===== config.mk =====
export PLATFORM = sky130hd
export DESIGN_NAME = imem_uart_loader
export DESIGN_NICKNAME = d
export VERILOG_FILES = /design/src/rtl/imem_uart_loader_pkg.sv /design/src/rtl/imem_uart_loader_uart_rx_byte.sv /design/src/rtl/imem_uart_loader.sv
export SDC_FILE = /design/constraint.sdc
export NUM_CORES = 1
export LEC_CHECK = 0
export ABC_CLOCK_PERIOD_IN_PS = 4950
export BUFFER_PORTS_ARGS = -buffer_cell sky130_fd_sc_hd__buf_2
export CORE_UTILIZATION = 45
export CTS_CLUSTER_SIZE = 24
export DETAILED_ROUTE_END_ITERATION = 8
export MAX_ROUTING_LAYER = met4
export PLACE_DENSITY_LB_ADDON = 0.05
export SLEW_MARGIN = 10
export SYNTH_ARGS = -nofsm -noshare
export SYNTH_HDL_FRONTEND = slang
export SYNTH_SLANG_ARGS = --single-unit

===== constraint.sdc =====
create_clock -name clk_i -period 4.95 [get_ports clk_i]
set_input_delay 0.495 -clock clk_i [delete_from_list [all_inputs] [get_ports clk_i]]
set_output_delay 0.495 -clock clk_i [all_outputs]
set_load 0.03 [all_outputs]

===== src/rtl/imem_uart_loader_pkg.sv =====
`default_nettype none
// ---------------------------------------------------------------------------
// imem_uart_loader_pkg : shared widths, UART default and loader state codes
// Rev 1.0
// ---------------------------------------------------------------------------
package imem_uart_loader_pkg;

   localparam int ISA_WIDTH         = 32;
   localparam int UART_BAUD_DEFAULT = 115_200;

   localparam logic [2:0] ST_IDLE  = 3'd0;
   localparam logic [2:0] ST_ARMED = 3'd1;
   localparam logic [2:0] ST_LOAD  = 3'd2;
   localparam logic [2:0] ST_FLUSH = 3'd3;
   localparam logic [2:0] ST_DONE  = 3'd4;

   localparam logic [1:0] RX_IDLE  = 2'd0;
   localparam logic [1:0] RX_START = 2'd1;
   localparam logic [1:0] RX_DATA  = 2'd2;
   localparam logic [1:0] RX_STOP  = 2'd3;

   function automatic int baud_div(input int clk_hz, input int baud);
      return clk_hz / baud;
   endfunction

endpackage
`default_nettype wire


===== src/rtl/imem_uart_loader_uart_rx_byte.sv =====
`default_nettype none
// ---------------------------------------------------------------------------
// imem_uart_loader_uart_rx_byte : 8N1 receiver with input synchroniser
// Rev 1.0
// ---------------------------------------------------------------------------
module imem_uart_loader_uart_rx_byte
   import imem_uart_loader_pkg::*;
#(
   parameter int CLK_FREQ_HZ = 23_000_000,
   parameter int BAUD        = UART_BAUD_DEFAULT
) (
   input  logic       clk_i,
   input  logic       rst_ni,
   input  logic       rx_i,
   output logic [7:0] data_o,
   output logic       valid_o,
   output logic       frame_err_o,
   output logic       busy_o
);

   localparam int DIV = baud_div(CLK_FREQ_HZ, BAUD);
   localparam int CW  = (DIV > 1) ? $clog2(DIV) : 1;
   localparam logic [CW-1:0] CNT_FULL = CW'(DIV - 1);
   localparam logic [CW-1:0] CNT_HALF = CW'(DIV / 2 - 1);

   logic          sync1_q, sync2_q, prev_q;
   logic [1:0]    state_q, state_d;
   logic [CW-1:0] cnt_q, cnt_d;
   logic [2:0]    bit_q, bit_d;
   logic [7:0]    shift_q, shift_d;
   logic [7:0]    data_q, data_d;
   logic          valid_q, valid_d;
   logic          ferr_q, ferr_d;

   always_comb begin
      state_d = state_q;
      cnt_d   = cnt_q + 1'b1;
      bit_d   = bit_q;
      shift_d = shift_q;
      data_d  = data_q;
      valid_d = 1'b0;
      ferr_d  = 1'b0;
      case (state_q)
         RX_IDLE: begin
            cnt_d = '0;
            if (prev_q && !sync2_q) state_d = RX_START;
         end
         // A start that is high again at half a bit is treated as noise.
         RX_START: if (cnt_q == CNT_HALF) begin
            cnt_d   = '0;
            bit_d   = 3'd0;
            state_d = sync2_q ? RX_IDLE : RX_DATA;
         end
         RX_DATA: if (cnt_q == CNT_FULL) begin
            cnt_d   = '0;
            shift_d = {sync2_q, shift_q[7:1]};
            bit_d   = bit_q + 3'd1;
            if (bit_q == 3'd7) state_d = RX_STOP;
         end
         RX_STOP: if (cnt_q == CNT_FULL) begin
            cnt_d   = '0;
            state_d = RX_IDLE;
            if (sync2_q) begin
               valid_d = 1'b1;
               data_d  = shift_q;
            end else begin
               ferr_d  = 1'b1;
            end
         end
         default: state_d = RX_IDLE;
      endcase
   end

   always_ff @(posedge clk_i or negedge rst_ni) begin
      if (!rst_ni) begin
         sync1_q <= 1'b1;
         sync2_q <= 1'b1;
         prev_q  <= 1'b1;
         state_q <= RX_IDLE;
         cnt_q   <= '0;
         bit_q   <= 3'd0;
         shift_q <= 8'd0;
         data_q  <= 8'd0;
         valid_q <= 1'b0;
         ferr_q  <= 1'b0;
      end else begin
         sync1_q <= rx_i;
         sync2_q <= sync1_q;
         prev_q  <= sync2_q;
         state_q <= state_d;
         cnt_q   <= cnt_d;
         bit_q   <= bit_d;
         shift_q <= shift_d;
         data_q  <= data_d;
         valid_q <= valid_d;
         ferr_q  <= ferr_d;
      end
   end

   assign data_o      = data_q;
   assign valid_o     = valid_q;
   assign frame_err_o = ferr_q;
   assign busy_o      = (state_q != RX_IDLE);

endmodule
`default_nettype wire


===== src/rtl/imem_uart_loader.sv =====
`default_nettype none
// ---------------------------------------------------------------------------
// imem_uart_loader : UART program-image loader into instruction memory
// Rev 1.0
// ---------------------------------------------------------------------------
module imem_uart_loader
   import imem_uart_loader_pkg::*;
#(
   parameter int CLK_FREQ_HZ = 23_000_000,
   parameter int BAUD        = UART_BAUD_DEFAULT,
   parameter int IDLE_BITS   = 32,
   parameter int AW          = 14
) (
   input  logic                 clk_i,
   input  logic                 rst_ni,
   input  logic                 uart_rx_i,
   input  logic                 start_load_i,
   output logic                 imem_we_o,
   output logic [AW-1:0]        imem_addr_o,
   output logic [ISA_WIDTH-1:0] imem_wdata_o,
   output logic                 cpu_hold_o,
   output logic                 load_done_o,
   output logic                 frame_err_o
);

   localparam int IDLE_CYCLES = IDLE_BITS * baud_div(CLK_FREQ_HZ, BAUD);
   localparam int TW          = $clog2(IDLE_CYCLES + 1);
   localparam logic [TW-1:0] IDLE_LAST = TW'(IDLE_CYCLES - 1);
   localparam logic [AW-1:0] ADDR_LAST = '1;

   logic [7:0] rx_data;
   logic       rx_valid, rx_ferr, rx_busy;

   logic [2:0]           state_q, state_d;
   logic                 start_q;
   logic [AW-1:0]        word_cnt_q, word_cnt_d;
   logic [1:0]           byte_idx_q, byte_idx_d;
   logic [23:0]          pack_q, pack_d;
   logic [TW-1:0]        timer_q, timer_d;
   logic                 we_q, we_d;
   logic [AW-1:0]        addr_q, addr_d;
   logic [ISA_WIDTH-1:0] wdata_q, wdata_d;
   logic                 ferr_q, ferr_d;
   logic                 start_edge;

   imem_uart_loader_uart_rx_byte #(
      .CLK_FREQ_HZ (CLK_FREQ_HZ),
      .BAUD        (BAUD)
   ) u_rx (
      .clk_i       (clk_i),
      .rst_ni      (rst_ni),
      .rx_i        (uart_rx_i),
      .data_o      (rx_data),
      .valid_o     (rx_valid),
      .frame_err_o (rx_ferr),
      .busy_o      (rx_busy)
   );

   assign start_edge = start_load_i & ~start_q;

   always_comb begin
      state_d    = state_q;
      word_cnt_d = word_cnt_q;
      byte_idx_d = byte_idx_q;
      pack_d     = pack_q;
      timer_d    = timer_q;
      we_d       = 1'b0;
      addr_d     = addr_q;
      wdata_d    = wdata_q;
      ferr_d     = ferr_q;
      case (state_q)
         ST_IDLE, ST_DONE: if (start_edge) begin
            state_d    = ST_ARMED;
            word_cnt_d = '0;
            byte_idx_d = 2'd0;
            pack_d     = '0;
            timer_d    = '0;
            ferr_d     = 1'b0;
         end
         ST_ARMED, ST_LOAD: begin
            if (rx_ferr) ferr_d = 1'b1;
            // Silence is only counted while no frame is in flight.
            if (rx_valid || rx_busy) begin
               timer_d = '0;
            end else if (state_q == ST_LOAD) begin
               if (timer_q == IDLE_LAST) state_d = ST_FLUSH;
               else                      timer_d = timer_q + 1'b1;
            end
            if (rx_valid) begin
               state_d    = ST_LOAD;
               byte_idx_d = byte_idx_q + 2'd1;
               if (byte_idx_q == 2'd3) begin
                  we_d       = 1'b1;
                  addr_d     = word_cnt_q;
                  wdata_d    = {rx_data, pack_q};
                  pack_d     = '0;
                  word_cnt_d = word_cnt_q + 1'b1;
                  if (word_cnt_q == ADDR_LAST) state_d = ST_DONE;
               end else begin
                  pack_d = pack_q | ({16'd0, rx_data} << {byte_idx_q, 3'b000});
               end
            end
         end
         ST_FLUSH: begin
            if (byte_idx_q != 2'd0) begin
               we_d    = 1'b1;
               addr_d  = word_cnt_q;
               wdata_d = {8'h00, pack_q};
            end
            state_d = ST_DONE;
         end
         default: state_d = ST_IDLE;
      endcase
   end

   always_ff @(posedge clk_i or negedge rst_ni) begin
      if (!rst_ni) begin
         state_q    <= ST_IDLE;
         start_q    <= 1'b0;
         word_cnt_q <= '0;
         byte_idx_q <= 2'd0;
         pack_q     <= '0;
         timer_q    <= '0;
         we_q       <= 1'b0;
         addr_q     <= '0;
         wdata_q    <= '0;
         ferr_q     <= 1'b0;
      end else begin
         state_q    <= state_d;
         start_q    <= start_load_i;
         word_cnt_q <= word_cnt_d;
         byte_idx_q <= byte_idx_d;
         pack_q     <= pack_d;
         timer_q    <= timer_d;
         we_q       <= we_d;
         addr_q     <= addr_d;
         wdata_q    <= wdata_d;
         ferr_q     <= ferr_d;
      end
   end

   assign imem_we_o    = we_q;
   assign imem_addr_o  = addr_q;
   assign imem_wdata_o = wdata_q;
   assign cpu_hold_o   = (state_q == ST_ARMED) || (state_q == ST_LOAD) || (state_q == ST_FLUSH);
   assign load_done_o  = (state_q == ST_DONE);
   assign frame_err_o  = ferr_q;

endmodule
`default_nettype wire


==> key figures <==
Yosys
  – Compound-Gate Fraction of Synth Area: 0.09503
  – Share of the yosys chip area belonging to registers: 0.5712
  – Synth unique cells: 49
  – Number of synthesized flops with an enable pin: 0
  – Syn Inst Count: slightly above 600
  – Post-synthesis area per instance: 9.912 sq um
  – Synth warn: 0
  – XOR/XNOR Fraction of Synth Area: 0.02874
  – Mapped cell area: 0.006096 sq mm
  – Asr flop ratio synth: 1.000
  – Proportion of synthesized area in mux cells: 0.03469
  – Post-Synth Simple-Gate Area: 0.2155
  – Primary FF master, synth: dfrtp_1
  – Main combinational cell family by area after synthesis: simple AND/OR/NAND/NOR gates
  – Synthesized net count: 631
  – Synth Area in Adders: 0.02463
  – Yosys reg bits: 139

Drt
  – Antenna-violating nets left: 0
  – DR vias/cell: about 5.2
  – DRC viols: 0
  – 1st-pass router iterations: 4
  – Drt wl/cell: 14.52 um
  – DR vias: ~4.4k
  – Drt total wl: 12.39 mm
  – Detailed Route Iter0 Violations: between 200 and 300

Die
  – Cell Rows: 42
  – Die area: around 0.014 sq mm
  – Starting density of the core: 0.4603
  – Core box area: 0.01324 sq mm
  – Io pins: 54
  – Die Width: 118.4 um
  – Height of the die: 118.4 um

Cells and area
  – ANT cells: 0
  – Final net count: a little under 700
  – Post-route cell area: 0.007123 sq mm
  – Layout Area Growth over Synthesis: 16.85%
  – Share of layout cells above drive strength 1: 0.1743

Setup path
  – Worst r2r src: state_q[0]
  – Startpoint Class: flip-flop
  – CP Capture Type: flip-flop
  – Worst EP arrival: 3.12 ns
  – CP required: approximately 5.3 ns
  – Crit path kind: flip-flop to flip-flop
  – FF-to-FF setup slack: 2.18 ns
  – Crit path from: state_q[0]
  – Maximum net fanout on the critical path: 38

STA
  – Minimum clock period: approximately 2.8 ns
  – Max-slew violation count: 0
  – Final hold viol count: 0
  – Period utilisation layout: 0.5594
  – Unrepaired setup endpoints after global routing: false
  – Final setup TNS: 0 ns
  – Worst rel slew slack: 0.2627
  – Slew @ Worst Pin: 1.105 ns
  – Setup-failing EPs final: 0
  – Fmax: 361.1 MHz
  – Worst hold margin: ~0.13 ns
  – Setup Skew: 0.006612 ns

Clocking
  – Root buf cell: clkbuf_16
  – Clock buffer count from CTS: 17
  – Clk slew on worst S/H paths: approximately 0.060 ns
  – H-tree Lvls: 4
  – Clock Tree Buf Depth: 2
  – Postcts setup bufs: 0
  – CTS tree: done
  – PostCTS Resize Cnt: 0
  – Clk Latency, worst-skew pair: 0.42 ns
  – Hold-fix buffers, CTS: 0
  – Clk sinks: 139

Power and ir drop
  – Comb pwr share: 0.103
  – Power density over cell area: roughly 390 mW/mm^2
  – P_int: 2.077 mW
  – Net Switching: 696.1 uW
  – Seq pwr share: 0.428
  – Worst vdd ir: 0.2530 mV
  – Leak: approximately 3.7 nW
  – Clock share of power: 0.469
  – Switching portion of total power: 0.2511

Placed design
  – Placement-stage cell area: 0.006504 sq mm
  – PortBufs: 53
  – Final HPWL DP: between 8 and 9 mm
  – Placer Congestion: 0.8196

Global route
  – Pin count of the biggest net entering global routing: between 90 and 100
  – Global-route wire length before repair: 21.63 mm
  – Total grt overflow: 0
  – Initial antenna violation count: 0
  – Gr usage total: 0.2034
  – Number of global-route vias before repair: 4359

Min path
  – Hold crit path type: primary input to asynchronous set/reset pin

Job
  – Max-cap violations: 0

Status
  – Outcome: completed
==> layout by cell type, fill, tap and decap left out, types with 5 or more instances in the layout <==
cell and n:
a21oi_1 12, a31oi_1 27, and3_1 10, buf_2 52, clkbuf_16 17, dfrtp_1 136
ha_1 12, inv_1 14, mux2_2 17, nand2_1 156, nand3_1 22, nand4_1 9
nor2_1 58, nor2b_1 6, o21ai_0 30, o31ai_1 8, or3_1 5, xnor2_1 6
xor2_1 14
==> final timing paths <==
check / endpoint / cells after the start
hold reg to reg: u_rx.sync2_q / 0
setup / recovery: imem_addr_o[13] / 6
min in group clk_i: u_rx.sync1_q / 1
setup reg to reg: imem_addr_o[13] / 6
hold / removal: imem_addr_o[8] / 1
max in group asynchronous: timer_q[10] / 2
==> routing by layer <==
metal | up-vias | wire, um | part of all wire | global-route usage
met2 | 79 | 5749 | 0.46 | 0.3000
met3 | 15 | 519 | 0.042 | 0.05164
li1 | 2204 | - | - | -
met4 | 0 | 208 | 0.017 | 0.08703
met1 | 2139 | 5911 | 0.48 | 0.2674
met5 | - | 0 | 0 | -
==> flip-flops by register name, indices dropped and copies added (netlist names), named ones only <==
signal and cells:
imem_wdata_o 32, pack_q 24, imem_addr_o 14, word_cnt_q 14
timer_q 13, u_rx.cnt_q 8, u_rx.data_o 8, u_rx.shift_q 8
state_q 3, u_rx.bit_q 3, byte_idx_q 2, frame_err_o 1
imem_we_o 1, start_q 1, u_rx.frame_err_o 1, u_rx.prev_q 1
u_rx.state_q 1, u_rx.sync1_q 1, u_rx.sync2_q 1, u_rx.valid_o 1
==> through the flow <==
step / worst slack, ns / instances / power, mW / util
floorplan: 2.958 / 615 / 1.415 / -
global placement: 2.273 / 821 / 1.487 / 0.4911
detailed placement: 2.172 / 821 / 1.496 / 0.4911
CTS: 2.112 / 853 / 2.814 / 0.5379
global route: 1.868 / 853 / 2.907 / 0.5379
finish: 2.181 / 853 / 2.773 / 0.5379
==> power by group through the flow <==
stage	clock network [mW]	logic [mW]	registers, mW
floorplan	0	0.219	1.20
detailed placement	0	0.289	1.21
global placement	0	0.282	1.21
CTS	1.34	0.290	1.19
global route	1.39	0.328	1.19
finish	1.30	0.285	1.19
==> worst max-delay path, cell delays in order, from the launching register on <==
cell,delay [ns]
dfrtp_1,0.78
nor2b_1,0.30
nand2_1,0.28
a2bb2oi_4,0.25
inv_1,0.80
nand2_1,0.16
nand2_1,0.11
==> Yosys cell counts (2+ instances only) <==
master,instances,area (sq um)
a21oi_1,12,60.06
a2bb2oi_1,2,17.52
a31oi_1,27,168.9
a41oi_1,2,17.52
and3_1,10,62.56
and4_1,2,17.52
and4bb_2,3,37.54
buf_2,15,75.07
buf_4,3,22.52
clkbuf_1,8,30.03
dfrtp_1,136,3403
dfstp_2,3,78.83
ha_1,12,150.1
inv_1,14,52.55
mux2_2,17,191.4
mux2i_1,2,20.02
nand2_1,156,585.6
nand2b_1,4,25.02
nand3_1,22,110.1
nand3b_1,2,15.01
nand4_1,9,56.30
nor2_1,58,217.7
nor2b_1,6,37.54
nor3_1,3,15.01
nor3b_1,3,22.52
o21ai_0,30,150.1
o22ai_1,3,18.77
o31ai_1,8,60.06
or3_1,5,31.28
xnor2_1,6,52.55
xor2_1,14,122.6
==> final cells by class <==
class / count / area (sq um)
Multi-Input combinational cell: 435 / 2447
Inverter: 14 / 52.55
Tap cell: 176 / 220.2
Clock inverter: 13 / 166.4
Clock buffer: 19 / 452.9
Timing Repair Buffer: 57 / 301.5
Fill cell: 1252 / 6120
Sequential cell: 139 / 3482
==> logic make-up after synthesis <==
logic type	count (synthesis)
xor+xnor	20
flops	139
buf+inv	41
mux	19
simple gates	291
fa+ha+maj	12
compound gates	93
Note: power is estimated with default switching activity, not from simulation.
